<file path="src/rtl/exp_conv_pkg.sv">
// exp_conv_pkg: shared types, exponent LUT contents and parameter helpers
package exp_conv_pkg;

  typedef enum logic {
    NEG_ONES = 1'b0,
    NEG_TWOS = 1'b1
  } neg_mode_e;

  function automatic int clog2(int n);
    int r = 0;
    while ((1 << r) < n) r++;
    return r;
  endfunction

  // The output must hold the implicit leading 1 plus the sign above the LUT value.
  function automatic bit osz_legal(int osz, int lvsz);
    return osz == lvsz + 2;
  endfunction

  // Fractional part of 2^((a+1)/2^lsz), scaled to lvsz bits, rounded, saturated.
  function automatic int lut_val(int a, int lsz, int lvsz);
    real r;
    int v;
    r = (2.0 ** (real'(a + 1) / real'(1 << lsz)) - 1.0) * real'(1 << lvsz);
    v = $rtoi(r + 0.5);
    return v > (1 << lvsz) - 1 ? (1 << lvsz) - 1 : v;
  endfunction

endpackage

</file>
<file path="src/rtl/exp_lut.sv">
// exp_lut: registered exponent ROM, contents fixed at elaboration
module exp_lut
  import exp_conv_pkg::*;
#(
  parameter int LSZ  = 8,
  parameter int LVSZ = 10
) (
  input  logic            clk,
  input  logic [LSZ-1:0]  addr_i,
  output logic [LVSZ-1:0] data_o
);

  logic [LVSZ-1:0] rom [2**LSZ];

  for (genvar i = 0; i < 2**LSZ; i++) begin : g_rom
    assign rom[i] = LVSZ'(lut_val(i, LSZ, LVSZ));
  end

  // Synchronous read so the table maps onto block RAM.
  always_ff @(posedge clk) data_o <= rom[addr_i];

endmodule

</file>
<file path="src/rtl/exp_conv_mc.sv">
// exp_conv_mc: multi-channel pipelined log-to-linear converter with frame mixer
module exp_conv_mc
  import exp_conv_pkg::*;
#(
  parameter int WSZ      = 16,
  parameter int ASZ      = 9,
  parameter int ASH      = 3,
  parameter int LSZ      = 8,
  parameter int LVSZ     = 10,
  parameter int OSZ      = 12,
  parameter int NCH      = 4,
  parameter int NEG_MODE = 0,
  parameter int MIX_EN   = 1,
  localparam int CW      = clog2(NCH),
  localparam int MW      = OSZ + CW
) (
  input  logic                 clk,
  input  logic                 reset_n,
  input  logic                 in_valid,
  input  logic [CW-1:0]        in_chan,
  input  logic [WSZ-1:0]       wave,
  input  logic [ASZ-1:0]       atten,
  output logic                 out_valid,
  output logic [CW-1:0]        out_chan,
  output logic signed [OSZ-1:0] out,
  output logic                 mix_valid,
  output logic signed [MW-1:0] mix_out,
  output logic                 mix_err
);

  localparam int SW = WSZ - 1 - LSZ;

  if (!osz_legal(OSZ, LVSZ)) begin : g_bad_osz
    $error("exp_conv_mc: OSZ must equal LVSZ+2");
  end

  logic [WSZ-1:0]  mag_d;
  logic            v1_q, sg1_q, sil1_q;
  logic [CW-1:0]   ch1_q;
  logic [WSZ-2:0]  mag1_q;
  logic            v2_q, sg2_q, sil2_q;
  logic [CW-1:0]   ch2_q;
  logic [SW-1:0]   sh2_q;
  logic [LVSZ-1:0] lut_q;
  logic [OSZ-1:0]  lin, neg, out_d;

  // The extra top bit of mag catches overflow so it can force silence instead of flipping the sign.
  assign mag_d = {1'b0, wave[WSZ-2:0]} + WSZ'({atten, {ASH{1'b0}}});

  // S1: attenuated magnitude, sign and silence flag
  always_ff @(posedge clk) begin
    v1_q   <= reset_n & in_valid;
    ch1_q  <= in_chan;
    sg1_q  <= wave[WSZ-1];
    sil1_q <= (&atten) | mag_d[WSZ-1];
    mag1_q <= mag_d[WSZ-2:0];
  end

  exp_lut #(.LSZ(LSZ), .LVSZ(LVSZ)) u_lut (
    .clk    (clk),
    .addr_i (~mag1_q[LSZ-1:0]),
    .data_o (lut_q)
  );

  // S2: delay the side-band fields alongside the LUT read
  always_ff @(posedge clk) begin
    v2_q   <= reset_n & v1_q;
    ch2_q  <= ch1_q;
    sg2_q  <= sg1_q;
    sil2_q <= sil1_q;
    sh2_q  <= mag1_q[WSZ-2:LSZ];
  end

  // Shifts at or beyond OSZ naturally fall out as zero.
  assign lin   = OSZ'({2'b01, lut_q}) >> sh2_q;
  assign neg   = NEG_MODE == int'(NEG_TWOS) ? -lin : ~lin;
  assign out_d = sil2_q ? '0 : sg2_q ? neg : lin;

  // S3: registered linear output
  always_ff @(posedge clk) begin
    if (!reset_n) begin
      out_valid <= 1'b0;
      out_chan  <= '0;
      out       <= '0;
    end else begin
      out_valid <= v2_q;
      out_chan  <= ch2_q;
      out       <= out_d;
    end
  end

  if (MIX_EN != 0) begin : g_mix
    logic [MW-1:0] acc_q, acc_d, ext, mix_d;
    logic [CW-1:0] exp_q, exp_d;
    logic          mv_d, err_d, last;
    // The mixer looks at the S3 next-state so the frame strobe lines up with the last sample.
    assign ext  = {{CW{out_d[OSZ-1]}}, out_d};
    assign last = ch2_q == CW'(NCH - 1);
    // Frame tracking: accumulate in-order channels, restart on any out-of-order sample
    always_comb begin
      acc_d = acc_q;
      exp_d = exp_q;
      mix_d = mix_out;
      mv_d  = 1'b0;
      err_d = mix_err;
      if (v2_q && ch2_q == exp_q) begin
        acc_d = last ? '0 : acc_q + ext;
        exp_d = last ? '0 : exp_q + CW'(1);
        mix_d = last ? acc_q + ext : mix_out;
        mv_d  = last;
      end else if (v2_q) begin
        err_d = 1'b1;
        acc_d = ch2_q == '0 ? ext : '0;
        exp_d = ch2_q == '0 ? CW'(1) : '0;
      end
    end
    // Frame registers; mix_out holds between strobes, mix_err is sticky
    always_ff @(posedge clk) begin
      if (!reset_n) begin
        acc_q     <= '0;
        exp_q     <= '0;
        mix_out   <= '0;
        mix_valid <= 1'b0;
        mix_err   <= 1'b0;
      end else begin
        acc_q     <= acc_d;
        exp_q     <= exp_d;
        mix_out   <= mix_d;
        mix_valid <= mv_d;
        mix_err   <= err_d;
      end
    end
  end else begin : g_nomix
    assign mix_valid = 1'b0;
    assign mix_out   = '0;
    assign mix_err   = 1'b0;
  end

endmodule

</file>
<file path="config.mk">
export PLATFORM = sky130hd
export DESIGN_NAME = exp_conv_mc
export DESIGN_NICKNAME = d
export VERILOG_FILES = /design/src/rtl/exp_conv_pkg.sv /design/src/rtl/exp_lut.sv /design/src/rtl/exp_conv_mc.sv
export SDC_FILE = /design/constraint.sdc
export NUM_CORES = 1
export LEC_CHECK = 0
export BUFFER_PORTS_ARGS = -buffer_cell sky130_fd_sc_hd__buf_2
export CAP_MARGIN = 10
export CORE_UTILIZATION = 50
export CTS_BUF_LIST = sky130_fd_sc_hd__clkbuf_8
export CTS_CLUSTER_DIAMETER = 120
export DETAILED_ROUTE_END_ITERATION = 10
export PLACE_DENSITY = 0.78
export SYNTH_ARGS = -nofsm -noshare
export SYNTH_HDL_FRONTEND = slang
export SYNTH_SLANG_ARGS = --single-unit
</file>
<file path="constraint.sdc">
create_clock -name clk -period 3.5 [get_ports clk]
set_clock_uncertainty 0.05 [all_clocks]
set_input_delay 0.7 -clock clk [delete_from_list [all_inputs] [get_ports clk]]
set_output_delay 0.7 -clock clk [all_outputs]
set_load 0.1 [all_outputs]
</file>
# Yosys cells after proc, flatten, opt, wreduce, memory -nomap -nowiden
# Memories as Yosys holds them, arrays and structs flattened. A register that Yosys moved wholly into a read port is not among the register bits.
# Cells that the tools add are included.
# classes
add_sub_neg,3
eq_ne,2
n_shift,1
muxes,10
n_bitwise,7
reduce_logical,7
# op_table
op,n
$mux W14,4
$mux W12,2
$add A15 B12 Y16,1
$add A14 B14 Y14,1
$not A12 Y12,1
$shr A11 B7 Y12,1
$not A8 Y9,1
$reduce_and A9 Y1,1
$not A8 Y8,1
$mux W2,3
$reduce_and A2 Y1,3
$add A2 B1 Y2 const B,1
$and A1 B1 Y1,2
$eq A2 B2 Y1,1
$eq A2 B2 Y1 const B,1
$logic_not A2 Y1,1
$reduce_bool A2 Y1,1
$logic_and A1 B1 Y1,1
$mux W1,1
$not A1 Y1,1
$or A1 B1 Y1,1
# word_totals
ff_bits,79
romBits,2560
in_bits,30
out_inout_bits,31
wordCells,49
n_memories,1
# memory_table
memory,depth,word_bits,rd,rd_clocked_by_memory_dff,wr,line_no,rtl
(name not given),256,10,1,1,0,exp_lut.sv:20,always_ff @(posedge clk) data_o <= rom[addr_i];

# Depth between registers and ports, before layout
# logic_depth
ltp_word,7
ltp_mapped,16
ltp_nobuf,14

# By module
# A second synthesis with hierarchy kept.
# unflattened
hier_cells,875
hier_area_um2,6879.1
# modules_own_cells
module,instances,cells_each,area_each_um2,seq_area_each_um2
exp_conv_mc,1,467,4127.7,1581.5
exp_lut,1,408,2751.4,200.2

# Least setup slack after synthesis
# Ideal clock, no wire load.
# synth_timing
path_kind,register -> register
from,register sh2_q[1]
to,register g_mix.acc_q[13]
setup_time_ns,0.079
arrival_time_ns,3.457
t_required_ns,3.371
path_slack_ns,-0.086
stages_incl_launch_ff,16
path_buffers,2
period_less_slack_ns,3.586
cell_sequence,dfxtp_1 > buf_6 > or3_4 > buf_6 > a211oi_1 > o211ai_1 > xor2_1 > or2_2 > inv_1 > ha_1 > a211o_1 > a21oi_1 > o31ai_1 > a221o_1 > or4_1 > o211ai_1
# synth_between
elab_chain_len,7
word_cells_on_any_way,9
cone_classes,1 x add/sub; 1 x shift; 6 x mux; 1 x bitwise
# synth_lines
item,line_no,rtl
from (decl),exp_conv_mc.sv:43,logic [SW-1:0] sh2_q;
from (signal assigned),exp_conv_mc.sv:71,sh2_q <= mag1_q[WSZ-2:LSZ];
$shr A11 B7 Y12 *,exp_conv_mc.sv:75,"assign lin = OSZ'({2'b01, lut_q}) >> sh2_q;"
$not A12 Y12,exp_conv_mc.sv:76,assign neg = NEG_MODE == int'(NEG_TWOS) ? -lin : ~lin;
$mux W12 * (2 in series),exp_conv_mc.sv:77,assign out_d = sil2_q ? '0 : sg2_q ? neg : lin;
via out_d[1],exp_conv_mc.sv:45,"logic [OSZ-1:0] lin, neg, out_d;"
$add A14 B14 Y14 *,exp_conv_mc.sv:107,acc_d = last ? '0 : acc_q + ext;
$mux W14 *,exp_conv_mc.sv:107,
$mux W14 *,exp_conv_mc.sv:106,if (v2_q && ch2_q == exp_q) begin
to (signal assigned),exp_conv_mc.sv:120,acc_q <= '0;
to (signal assigned),exp_conv_mc.sv:126,acc_q <= acc_d;
to (decl),exp_conv_mc.sv:93,"logic [MW-1:0] acc_q, acc_d, ext, mix_d;"
# The timed path passes the listed nets; every way through them passes the cells marked *. The select of a mux whose other input is x is not followed.
# A chain may end at the register's enable or synchronous reset.

# Final worst setup path
# layout_timing
from,register sh2_q[5]
to,register g_mix.acc_q[13]
# Same word-level chain as after synthesis.

==> reports/results.ini <==
[drt]
routedWlPerCell_um=16.6
via_per_inst=6.15
met3_length_mm=1.37
totalWireLength_mm=18.1
met1_length_mm=7.77
first_pass_iters=5
first_iter_violations=809
dr_total_vias=6729
topRoutingLayerUsed=met4
drc=0
ant_nets=0
wl_met2_mm=8.41

[die]
start_util=0.518
die_x_um=117
die_area_sq_um=13600
std_cell_rows=41
die_h_um=117
core_area_sq_um=12700
ioPinCount=61

[clock_tree]
cts_tree=done
clock-sinks=89
insertion_delay_ns=0.37
cts_root_buf=clkbuf_8
cts_max_path_buffers=2
htree_levels=3
hold_buffers=0
clkTransAtPathRegs_ns=0.08
numCtsBuffers=9

[power_and_ir_drop]
vdd_ir_drop_max_v=0.000268
intPower_mw=2.09
netSwitchingFraction=0.401
p_clk_frac=0.199
p_leak_nw=3.19
p_comb_frac=0.443
power_frac_seq=0.358
p_sw_mw=1.40
powerDensity_nw_per_um2=456

[timing]
fin_crit_ns=3.51
worst_slew_pin_slew_ns=0.941
setup_violations=1
rsz0062_at_grt=true
layout_setup_ws_ns=-0.0125
period_share=1.00
hold_violations=0
slew_headroom=0.356
fmax_ghz=0.285
drv_slew=0

[synth]
synth_commonest_cells=dfxtp_1 (89), nor2_1 (76), nand2_1 (70), o21ai_0 (68), a21oi_1 (59)
yosysWarnings=0
synthesis.area_sq_um=6580
ys_async_sr_fraction=0
ys.flop_type=dfxtp_1
synth_edf_count=0
yosysSeqAreaShare=0.271
avgSynthCellArea_sq_um=7.77
synth_area_leader_cell=dfxtp_1
synth_fp_nets=916
syn_inst=847
synth_area_leaders=dfxtp_1 (27%), ha_1 (7.0%), o21ai_0 (5.2%)
synth_cell_type_count=79
synth-seq-cells=89
yosysMostFrequentCell=dfxtp_1
synth.top_cell.area_share=0.271

[final_layout]
syn2layout_area_growth_pct=16.3
drive_gt1_frac=0.210
final_area_sq_um=7660
antennaDiodeCount=0
final_nets=987
multi_input_area_sq_um=4560
fillers=1148
area.sequential_sq_um=1790

[global_route]
grt_pass1_vias=5938
grt-ovfl-total=0
grt_pass1_wl_mm=28.8
antenna_found_initial=0
grt_usage=0.266
grt_max_degree=43

[setup_path]
cp_max_fo=4
crit_required_ns=3.73
start_kind=flip-flop
rr_startpoint=sh2_q[5]$_DFF_P_
startpoint=sh2_q[5]$_DFF_P_
cp-end-kind=flip-flop
critPathKind=reg -> reg
cp.arrival_ns=3.75

[placement]
routabilityCongestion=0.937
preCtsSetupSlack_ns=-0.0471
placed_area_sq_um=7270
io_buffers=60
hpwl_mm=12.9

[job]
cap_viol_max_count=0

[run_status]
failed_checks=setup timing
outcome=finished, violations left

[worst_hold_path]
hold_path.class=reg -> reg
hp-start=mag1_q[12]$_DFF_P_

[power groups by stage]
stage | clock network [mW] | registers (mW) | logic [mW]
6_report | 0.694 | 1.25 | 1.55
5_1_grt | 0.755 | 1.27 | 1.67
4_1_cts | 0.713 | 1.25 | 1.45
3_5_place_dp | 0 | 1.27 | 1.43
3_3_place_gp | 0 | 1.27 | 1.42
2_1_floorplan | 0 | 1.35 | 0.954
[final timing paths]
kind,to,slack [ns],cells after the start
worst max-delay path,g_mix.acc_q[13]$_SDFFE_PN0P_,-0.01,15
worst min-delay path,sh2_q[4]$_DFF_P_,0.28,0
worst max register to register,g_mix.acc_q[13]$_SDFFE_PN0P_,-0.01,15
worst min register to register,sh2_q[4]$_DFF_P_,0.28,0
[through the flow]
step / utilization / cells / power, mW / hold WS, ns / TNS (ns)
after global placement: 0.571 / 1072 / 2.69 / 0.260 / 0
after global routing: 0.602 / 1095 / 3.69 / 0.286 / -0.507
after detailed placement: 0.571 / 1072 / 2.70 / 0.262 / -0.0646
final: 0.602 / 1095 / 3.49 / 0.280 / -0.0125
after floorplan: - / 847 / 2.30 / 0.260 / 0
after CTS: 0.588 / 1089 / 3.41 / 0.278 / -0.0543
[cell families (layout without fill, tap and decap cells)]
| family | count (synthesis) | count (layout) | share of synthesized area |
|---|---|---|---|
| muxes | 22 | 22 | 0.0416 |
| AOI/OAI and AO/OA | 281 | 281 | 0.288 |
| adders and majority gates | 39 | 39 | 0.0764 |
| xor gates and xnor gates | 32 | 32 | 0.0426 |
| DFF | 89 | 89 | 0.271 |
| and+or+nand+nor | 292 | 292 | 0.220 |
| buffers and inverters | 92 | 168 | 0.0599 |
[worst max-delay path, stage by stage, from the launching register on]
cell and delay [ns]:
dfxtp_2 0.33, buf_4 0.13, or3_4 0.39, buf_4 0.17, o22ai_1 0.13, nand2b_1 0.09
a21oi_1 0.16, xnor2_1 0.18, nor2_1 0.07, ha_1 0.33, o21a_1 0.25, a21oi_2 0.17
o31ai_2 0.08, a221o_1 0.33, or4_4 0.48, o211ai_1 0.09
[area by class of cell]
type	instances	share of cell area
well taps	172	0.0281
clock buffers	9	0.0162
clock inverters	7	0.00915
flip-flops and latches	89	0.234
repair buffers	123	0.102
multi-input cells	666	0.596
inverters	29	0.0142
[placed cells by master, fill, tap and decap left out, types with 13 or more instances in the layout]
master    Yosys  final
o21ai_0      68     67
nand2_1      70     70
nor3_1       22     21
inv_1        28     27
nor2_1       76     76
xnor2_1      22     20
nand2b_1     20     19
buf_2        18     60
dfxtp_1      89     83
a21oi_1      59     55
a31oi_1      14     13
nand3_1      20     20
nor2b_1      20     20
and2_1       16     16
buf_4         3     60
mux2i_1      15     14
ha_1         37     35
o211ai_1     14     14
[flip-flops by register name, indices dropped and copies added (netlist names)]
name / cells
u_lut.data_o: 10
g_mix.exp_q: 2
ch1_q: 2
sg1_q: 1
mag1_q: 15
ch2_q: 2
v2_q: 1
v1_q: 1
out_valid: 1
out: 12
g_mix.acc_q: 14
out_chan: 2
mix_valid: 1
sg2_q: 1
sil2_q: 1
mix_out: 14
sh2_q: 7
sil1_q: 1
mix_err: 1
[timing repair]
| action | 4_1_cts | 5_1_grt |
|---|---|---|
| setup endpoints to repair | 2 | 15 |
| buffers inserted | 1 | 6 |
| resized for setup | 3 | 25 |
| pin swaps | 1 | 16 |
[layer usage]
| layer | up-vias | track usage |
|---|---|---|
| li1 | 3251 | - |
| met1 | 3089 | 0.355 |
| met2 | 339 | 0.426 |
| met3 | 50 | 0.0451 |
| met4 | 0 | 0.111 |
| met5 | - | 0 |
No activity file was read; power rests on OpenSTA's default activity.
